## src/rtl/clockdiv_pkg.sv

```systemverilog
// Shared constants and helpers for the programmable clock divider.
// Holds the minimum legal divisor, default width and divisor clamp.
package clockdiv_pkg;

  localparam int DIV_WIDTH_DEF = 16;
  localparam logic [31:0] MIN_DIV = 32'd2;

  function automatic logic [31:0] clamp_div(input logic [31:0] d);
    return (d < MIN_DIV) ? MIN_DIV : d;
  endfunction

endpackage

```

## src/rtl/clockdiv_prog.sv

```systemverilog
// Runtime-programmable integer divider: divided clock plus rise/tc enables.
// Ports: original_clk, reset_n, enable, sync_clr, div_in, div_load -> new_clk, rise_en, tc, div_busy, div_err.
import clockdiv_pkg::*;

module clockdiv_prog #(
  parameter int DIV_WIDTH   = DIV_WIDTH_DEF,
  parameter int DEFAULT_DIV = 2
) (
  input  logic                 original_clk,
  input  logic                 reset_n,
  input  logic                 enable,
  input  logic                 sync_clr,
  input  logic [DIV_WIDTH-1:0] div_in,
  input  logic                 div_load,
  output logic                 new_clk,
  output logic                 rise_en,
  output logic                 tc,
  output logic                 div_busy,
  output logic                 div_err
);

  localparam logic [DIV_WIDTH-1:0] ONE  = DIV_WIDTH'(1);
  localparam logic [DIV_WIDTH-1:0] DEFD = DIV_WIDTH'(DEFAULT_DIV);

  logic [DIV_WIDTH-1:0] cnt_q, cnt_d;
  logic [DIV_WIDTH-1:0] dact_q, dact_d;
  logic [DIV_WIDTH-1:0] pend_q, pend_d;
  logic                 busy_q, busy_d;
  logic                 err_q, err_d;
  logic                 nclk_q, nclk_d;
  logic                 rise_q, rise_d;
  logic                 tc_q, tc_d;

  logic [DIV_WIDTH-1:0] ld_val;
  logic [DIV_WIDTH-1:0] nxt_div;
  logic [DIV_WIDTH-1:0] half_d;
  logic                 wrap;
  logic                 run;

  always_comb begin
    ld_val  = DIV_WIDTH'(clamp_div(32'(div_in)));
    wrap    = enable && (cnt_q == dact_q - ONE);
    nxt_div = div_load ? ld_val
            : (busy_q ? pend_q : dact_q);
    run     = enable && !sync_clr;

    cnt_d  = cnt_q;
    dact_d = dact_q;
    pend_d = pend_q;
    busy_d = busy_q;
    err_d  = err_q;

    if (div_load) begin
      pend_d = ld_val;
      busy_d = 1'b1;
      err_d  = (ld_val != div_in);
    end

    // A clear or a wrap is a period boundary:
    // any pending (or same-cycle) divisor lands here.
    if (sync_clr || wrap) begin
      cnt_d  = '0;
      dact_d = nxt_div;
      busy_d = 1'b0;
    end else if (enable) begin
      cnt_d = cnt_q + ONE;
    end

    // Outputs are registered copies of what the
    // next count implies; pulses drop on frozen edges.
    half_d = dact_d >> 1;
    nclk_d = (cnt_d >= half_d);
    rise_d = run && (cnt_d == half_d)
                 && (cnt_q + ONE == half_d);
    tc_d   = run && (cnt_d == dact_d - ONE);
  end

  always_ff @(posedge original_clk or negedge reset_n) begin
    if (!reset_n) begin
      cnt_q  <= '0;
      dact_q <= DEFD;
      pend_q <= DEFD;
      busy_q <= 1'b0;
      err_q  <= 1'b0;
      nclk_q <= 1'b0;
      rise_q <= 1'b0;
      tc_q   <= 1'b0;
    end else begin
      cnt_q  <= cnt_d;
      dact_q <= dact_d;
      pend_q <= pend_d;
      busy_q <= busy_d;
      err_q  <= err_d;
      nclk_q <= nclk_d;
      rise_q <= rise_d;
      tc_q   <= tc_d;
    end
  end

  assign new_clk  = nclk_q;
  assign rise_en  = rise_q;
  assign tc       = tc_q;
  assign div_busy = busy_q;
  assign div_err  = err_q;

endmodule

```

## config.mk

```make
export PLATFORM = sky130hd
export DESIGN_NAME = clockdiv_prog
export DESIGN_NICKNAME = d
export VERILOG_FILES = /design/src/rtl/clockdiv_pkg.sv /design/src/rtl/clockdiv_prog.sv
export SDC_FILE = /design/constraint.sdc
export NUM_CORES = 1
export LEC_CHECK = 0
export CELL_PAD_IN_SITES_DETAIL_PLACEMENT = 1
export CELL_PAD_IN_SITES_GLOBAL_PLACEMENT = 1
export CORE_UTILIZATION = 47
export CTS_CLUSTER_SIZE = 14
export DETAILED_ROUTE_END_ITERATION = 6
export PLACE_DENSITY = 0.85
export REMOVE_ABC_BUFFERS = 1
export SETUP_SLACK_MARGIN = 0.1
export SYNTH_ARGS = -nofsm -noshare
export SYNTH_HDL_FRONTEND = slang
export SYNTH_SLANG_ARGS = --single-unit
```

## constraint.sdc

```tcl
create_clock -name original_clk -period 6.4 [get_ports original_clk]
set_clock_uncertainty 0.1 [all_clocks]
set_input_delay 0.96 -clock original_clk [delete_from_list [all_inputs] [get_ports original_clk]]
set_output_delay 0.96 -clock original_clk [all_outputs]
set_load 0.005 [all_outputs]
```

==> run metrics <==
status=complete, no violations; largest net degree at the start of global routing=54; RSZ-0062 raised after global routing=no; Leakage=between 2 and 2.5 nW; first-pass GRT wire length=24500 um; Setup-failing EPs final=0; I/O Buffers=25; Yosys reg bits=53; Clock Latency Late Sink=0.32 ns; Total Power=~0.94 mW; Die Ht=102 um; final slew viol count=0; final count of hold timing violations=0; Data required, critical path=about 6.5 ns; Inserted Diodes=0; Slew headroom=26.3%; reg-to-reg slack, setup=between 1 and 1.5 ns; via count=approximately 4300; top cells by area, synth=dfrtp_1 27%, xnor2_1 8.8%, ha_1 4.8%, xor2_1 4.5%, mux2i_1 4.1%; hold path depth=2; drt first pass iters=5; asr flop ratio synth=between 90% and 100%; CORE AREA=between 9000 and 10000 sq um; initial antenna violation count=0; Num CTS Buffers=5; cell row count=36; Clock Sinks=53; gr usage total=31.4%; post-synth top area share=~27%; syn_area_per_cell=8.32 sq um; crit path time final=approximately 5.3 ns; total gr overflow=0; clock slew at reported path FFs=approximately 0.11 ns; mapped cell area=~4700 sq um; postcts setup bufs=0; initial DRC count=roughly 290; Avg WL per Cell=around 22 um; Final HPWL DP=around 12000 um; Via density=6.14; share of cells above drive strength 1=roughly 7.7%; clk root buf=clkbuf_8; Worst Hold Class=reg2reg; number of flops mapped to enable cells by yosys=0; hold_buf cts=0; htree depth=2; DRT antenna net count=0; vias in the first global route=about 4500; synthesized instance count=562; most common cell in the synthesized netlist=dfrtp_1; final WL=15000 um; Initial Util=48.1%; Sum Neg Setup Slack=0 ns; post-cts resize count=0; Max FO, Critical Path=22; Min Hold Slack=~0.42 ns; top_reg_cell synth=dfrtp_1; CP Launch Type=register; Final Cycle Share=about 83%; area grow syn2layout=7.62%; Placer Congestion=a little under 1; Ports=26; Peak VDD IR=roughly 0.099 mV; Die Width=about 100 um; most frequent cells after synthesis=51 x dfrtp_1, 47 x xnor2_1, 45 x nand2_1, 38 x nor2_1; CTS tree=done; Worst Setup End Kind=register; leading area contributor after synthesis=dfrtp_1; Arr. time, crit path=approximately 5.4 ns; Longest Clk Path Bufs=2; register area share after synthesis=~28%; max frequency=around 190 MHz; max-cap viol count=0; R2R depth=17; fin nets=about 600; Worst-Margin Slew=~1.1 ns; Syn. warnings=0; full die area=a little over 10000 sq um; DR DRC count=0; Setup Crit Path Kind=reg2reg; pwr dens=~190 nW/um^2; Netlist cell types=75
## area by class of cell
class / instances / area (sq um)
Clock buffer: 6 / 72.6
Clock inverter: 2 / 10.0
Fill cell: 1195 / 4690
Inverter: 38 / 145
Multi-Input combinational cell: 431 / 3030
Sequential cell: 53 / 1330
Tap cell: 133 / 166
Timing Repair Buffer: 30 / 283
## layer usage
metal	track usage (%)	vias to the layer above	share of wire, %
li1	-	1970	-
met1	40.9	2139	45
met2	53.2	113	47
met3	3.86	31	4.4
met4	11.8	0	3.3
met5	0	-	0
## cell families after synthesis
group / count (synthesis) / share of synthesized area, %
AO/OA/AOI/OAI: 122 / 18.2
XOR/XNOR: 71 / 13.3
adder cells (fa/ha/maj): 18 / 4.81
buffers and inverters: 78 / 6.85
flip-flops: 53 / 28.4
multiplexers: 27 / 5.99
AND/OR/NAND/NOR: 193 / 22.4
## where the power goes
group	leakage, nW	internal (mW)	total [mW]	switching (mW)
clock network	0.0450	0.0765	0.199	0.122
logic	1.42	0.136	0.326	0.190
registers	0.674	0.361	0.419	0.0582
total	2.14	0.573	0.943	0.370
## worst paths after layout
check / startpoint / end
max: dact_q[2]$_DFF_PN0_ / new_clk$_DFF_PN0_
max in group asynchronous: reset_n / cnt_q[3]$_DFF_PN0_
min in group asynchronous: reset_n / pend_q[2]$_DFFE_PN0P_
max reg2reg: dact_q[2]$_DFF_PN0_ / new_clk$_DFF_PN0_
min: div_err$_DFFE_PN0P_ / div_err$_DFFE_PN0P_
min reg2reg: div_err$_DFFE_PN0P_ / div_err$_DFFE_PN0P_
## cell usage in the layout, fill, tap and decap left out, types with 5 or more instances in the layout
cell	Yosys	routed
a21o_1	8	8
a21oi_1	20	20
a31oi_1	5	5
buf_4	0	5
clkbuf_8	0	5
clkdlybuf4s50_1	0	24
dfrtp_1	51	51
ha_1	18	18
inv_1	36	36
mux2_2	8	8
mux2i_1	19	19
nand2_1	45	45
nand2b_1	6	6
nand3_1	22	22
nand3b_1	5	5
nand4_1	10	10
nor2_1	38	38
nor2b_1	9	9
nor3_1	11	11
nor3b_1	5	5
nor4_1	8	8
o21a_1	6	6
o21ai_0	36	36
o31ai_1	6	6
or3_1	6	6
xnor2_1	47	47
xor2_1	24	24
## worst max-delay path, stage by stage (launching register included)
cell and delay (ns):
dfrtp_1 0.58, or3_1 0.55, nor3b_1 0.53, nand3_1 0.18, o211a_1 0.17, and4b_1 0.32, nor2_2 0.88, nor2_1 0.27
a21oi_1 0.35, ha_1 0.32, a21oi_1 0.13, nor2b_1 0.06, o21ai_0 0.14, nand2b_1 0.08, a21oi_1 0.18, nor2b_1 0.08
o21ai_0 0.18, nand3b_1 0.10
## through the flow
stage | std cells | setup WS, ns | utilization, % | area [sq um]
global placement | 685 | 1.20 | 50.9 | 4950
CTS | 693 | 1.14 | 51.7 | 5030
finish | 693 | 1.09 | 51.7 | 5030
global route | 693 | 0.799 | 51.7 | 5030
floorplan | 522 | 1.57 | - | 4500
detailed placement | 685 | 1.03 | 50.9 | 4950
## sequential cells by signal (all words and copies together), names as in the netlist
| signal | flops |
|---|---|
| cnt_q | 16 |
| dact_q | 16 |
| div_busy | 1 |
| div_err | 1 |
| new_clk | 1 |
| pend_q | 16 |
| rise_en | 1 |
| tc | 1 |
Power figures use the tool's default switching activity.
==> patch: new RTL, config.mk and constraints unchanged <==
Put one more register stage on the output `div_err`, with the module's reset. The value now appears one clock later. The other outputs are not delayed to match.
--- a/src/rtl/clockdiv_prog.sv
+++ b/src/rtl/clockdiv_prog.sv
@@ -103,3 +103,9 @@
   assign div_busy = busy_q;
-  assign div_err  = err_q;
+  always_ff @(posedge original_clk or negedge reset_n) begin
+    if (!reset_n) begin
+      div_err <= '0;
+    end else begin
+      div_err <= err_q;
+    end
+  end
 
Formal check against the unedited RTL: not equivalent (Yosys sat finds a counterexample within 4 cycles, from zero or initial values and one cycle with reset_n low).
==> patch against the unedited design <==
  * Sequential cell count rose by 1
  * Combinational power barely moved
  * Wire length fell by 1.1%
  * Power rose by 1.8%
  * Worst setup slack improved by 0.10 ns
  * Cell area rose by 0.67%
  * Count of clock-buffer cells in the layout rose by 1
  * Synthesized area rose by 0.53%
==> patch: results (changes against the unedited design) <==
set qor(worst-endpoint-arrival_ns) 5.31 ;# was 5.41 ns
set qor(whs_ns) 0.294 ;# was 0.416 ns
set qor(reg2regPathDepth) 14 ;# was 17
set qor(slew_headroom) 0.223 ;# was 0.263
set qor(worst_path_max_delay_cell) {nor2_2} ;# unchanged
set qor(pre_cts_slack_ns) 1.06 ;# was 1.03 ns
set qor(worstHoldPathCells) 0 ;# was 2
set qor(fillerInstances) 1225 ;# was 1195
set qor(dp.final_hpwl_mm) 11.6 ;# about the same
set qor(final_net_count) 599 ;# was 598
set qor(all_layer_gr_usage) 0.306 ;# was 0.314
set qor(clkLatencyLatePin_ns) 0.31
set qor(largestRegisters) {cnt_q x16, dact_q x16, pend_q x16} ;# unchanged
set qor(cts.root.buffer_cell) {clkbuf_8} ;# unchanged
set qor(critPathMaxStageDelay_ns) 0.92 ;# was 0.88 ns
set qor(avgViaCountPerCell) 6.16 ;# was 6.14
set qor(whs_endpoint) {div_err} ;# unchanged
set qor(synthesis.instances) 563 ;# was 562
set qor(grt_pass1_wl_mm) 24.0 ;# was 24.5 mm
set qor(crit_fanout) 22 ;# unchanged
set qor(synth.lib_cells_used.distinct) 75 ;# unchanged
set qor(ratio_of_cells_with_drive_above_1_in_the_final_layout) 0.0766 ;# was 0.0768
set qor(path_delay_family) {simple AND/OR/NAND/NOR gates} ;# unchanged
set qor(cts_max_level) 2 ;# unchanged
set qor(cts_max_path_buffers) 2 ;# unchanged
set qor(wirelength_mm) 14.9 ;# was 15.0 mm
set qor(critical_path.reg2reg.endpoint) {rise_en} ;# was new_clk
set qor(cts.repair_timing.setup_buffer_count) 0 ;# unchanged
set qor(number_of_global_route_vias_before_repair) 4338 ;# was 4498
set qor(synth_seq_area_share) 0.288 ;# was 0.284
set qor(tritoncts.num_buffers) 5 ;# unchanged
set qor(timing.rr.start) {dact_q[5]} ;# was dact_q[2]
set qor(outcome) {completed} ;# unchanged
set qor(place.gp.congestion) 0.927 ;# was 0.960
set qor(final_cell_count_no_fill) 694 ;# was 693
set qor(port-buffer-count) 25 ;# unchanged
set qor(min_path_type) {register to register} ;# unchanged
set qor(top_post_synthesis_cells_by_area) {dfrtp_1, xnor2_1, ha_1} ;# unchanged
set qor(max-vdd-ir-drop_uv) 105 ;# was 99.3 µV
set qor(ff2ff_setup_slack_ns) 1.19 ;# was 1.09 ns
set qor(synth.top_cells.by_count) {dfrtp_1, xnor2_1, nand2_1} ;# unchanged
set qor(synthArstFlopShare) 1.00 ;# unchanged
set qor(first_pass_iters) 5 ;# unchanged
set qor(maximum_number_of_pins_on_one_net_before_global_route_repair) 55 ;# was 54
set qor(static_leakage_nw) 2.16 ;# was 2.14 nW
set qor(drt_iter0_markers) 251 ;# was 287
set qor(number_of_antenna_violations_at_the_first_check_in_global_routing) 0 ;# unchanged
set qor(hold_path_startpoint) {err_q} ;# was div_err
set qor(post_cts_resize_count) 0 ;# unchanged
set qor(postPlaceCellArea_mm2) 0.00498 ;# was 0.00495 mm²
set qor(clock_tree_from_tritoncts) {built} ;# unchanged
==> patch: area by class of cell <==
cell class                      instances  area, µm²  share of cell area
Inverter                               38        145              0.0286
Clock inverter                          1       5.00            0.000987
Tap cell                              133        166              0.0328
Sequential cell                        54       1350               0.267
Multi-Input combinational cell        431       3030               0.598
Timing Repair Buffer                   30        283              0.0558
Clock buffer                            7       86.3              0.0170
==> patch: logic make-up after synthesis <==
group	share of synthesized area
AO/OA/AOI/OAI	0.181
XOR/XNOR	0.132
adder cells (fa/ha/maj)	0.0479
buffers and inverters	0.0681
flip-flops	0.288
multiplexers	0.0596
AND/OR/NAND/NOR	0.223
==> patch: where the power goes <==
part	internal (mW)	total (mW)	switching [mW]
clock network	0.0879	0.209	0.121
logic	0.136	0.325	0.190
registers	0.367	0.426	0.0588
total	0.591	0.960	0.369
==> patch: worst register-to-register path, delay by kind of cell, from the launching register on <==
kind,cells,cell delay [ns]
and+or+nand+nor,10,3.19
AOI/OAI and AO/OA,3,1.04
DFF,1,0.58
adders and majority gates,1,0.20
==> patch: layer usage <==
layer / wire length [µm] / part of all wire / track usage / up-vias
li1: - / - / - / 1972
met1: 6520 / 0.44 / 0.411 / 2135
met2: 7120 / 0.48 / 0.504 / 138
met3: 817 / 0.055 / 0.0472 / 27
met4: 401 / 0.027 / 0.100 / 0
met5: 0 / 0 / 0 / -
==> patch: how the worst max path moves through the flow <==
stage | from | to | slack (ns) | depth (start not counted)
CTS | dact_q[2] | rise_en | 1.22 | 15
detailed placement | enable | rise_en | 1.06 | 16
floorplan | dact_q[6] | rise_en | 1.57 | 14
finish | dact_q[5] | rise_en | 1.19 | 14
global placement | enable | rise_en | 1.20 | 16
global route | dact_q[5] | rise_en | 0.81 | 15
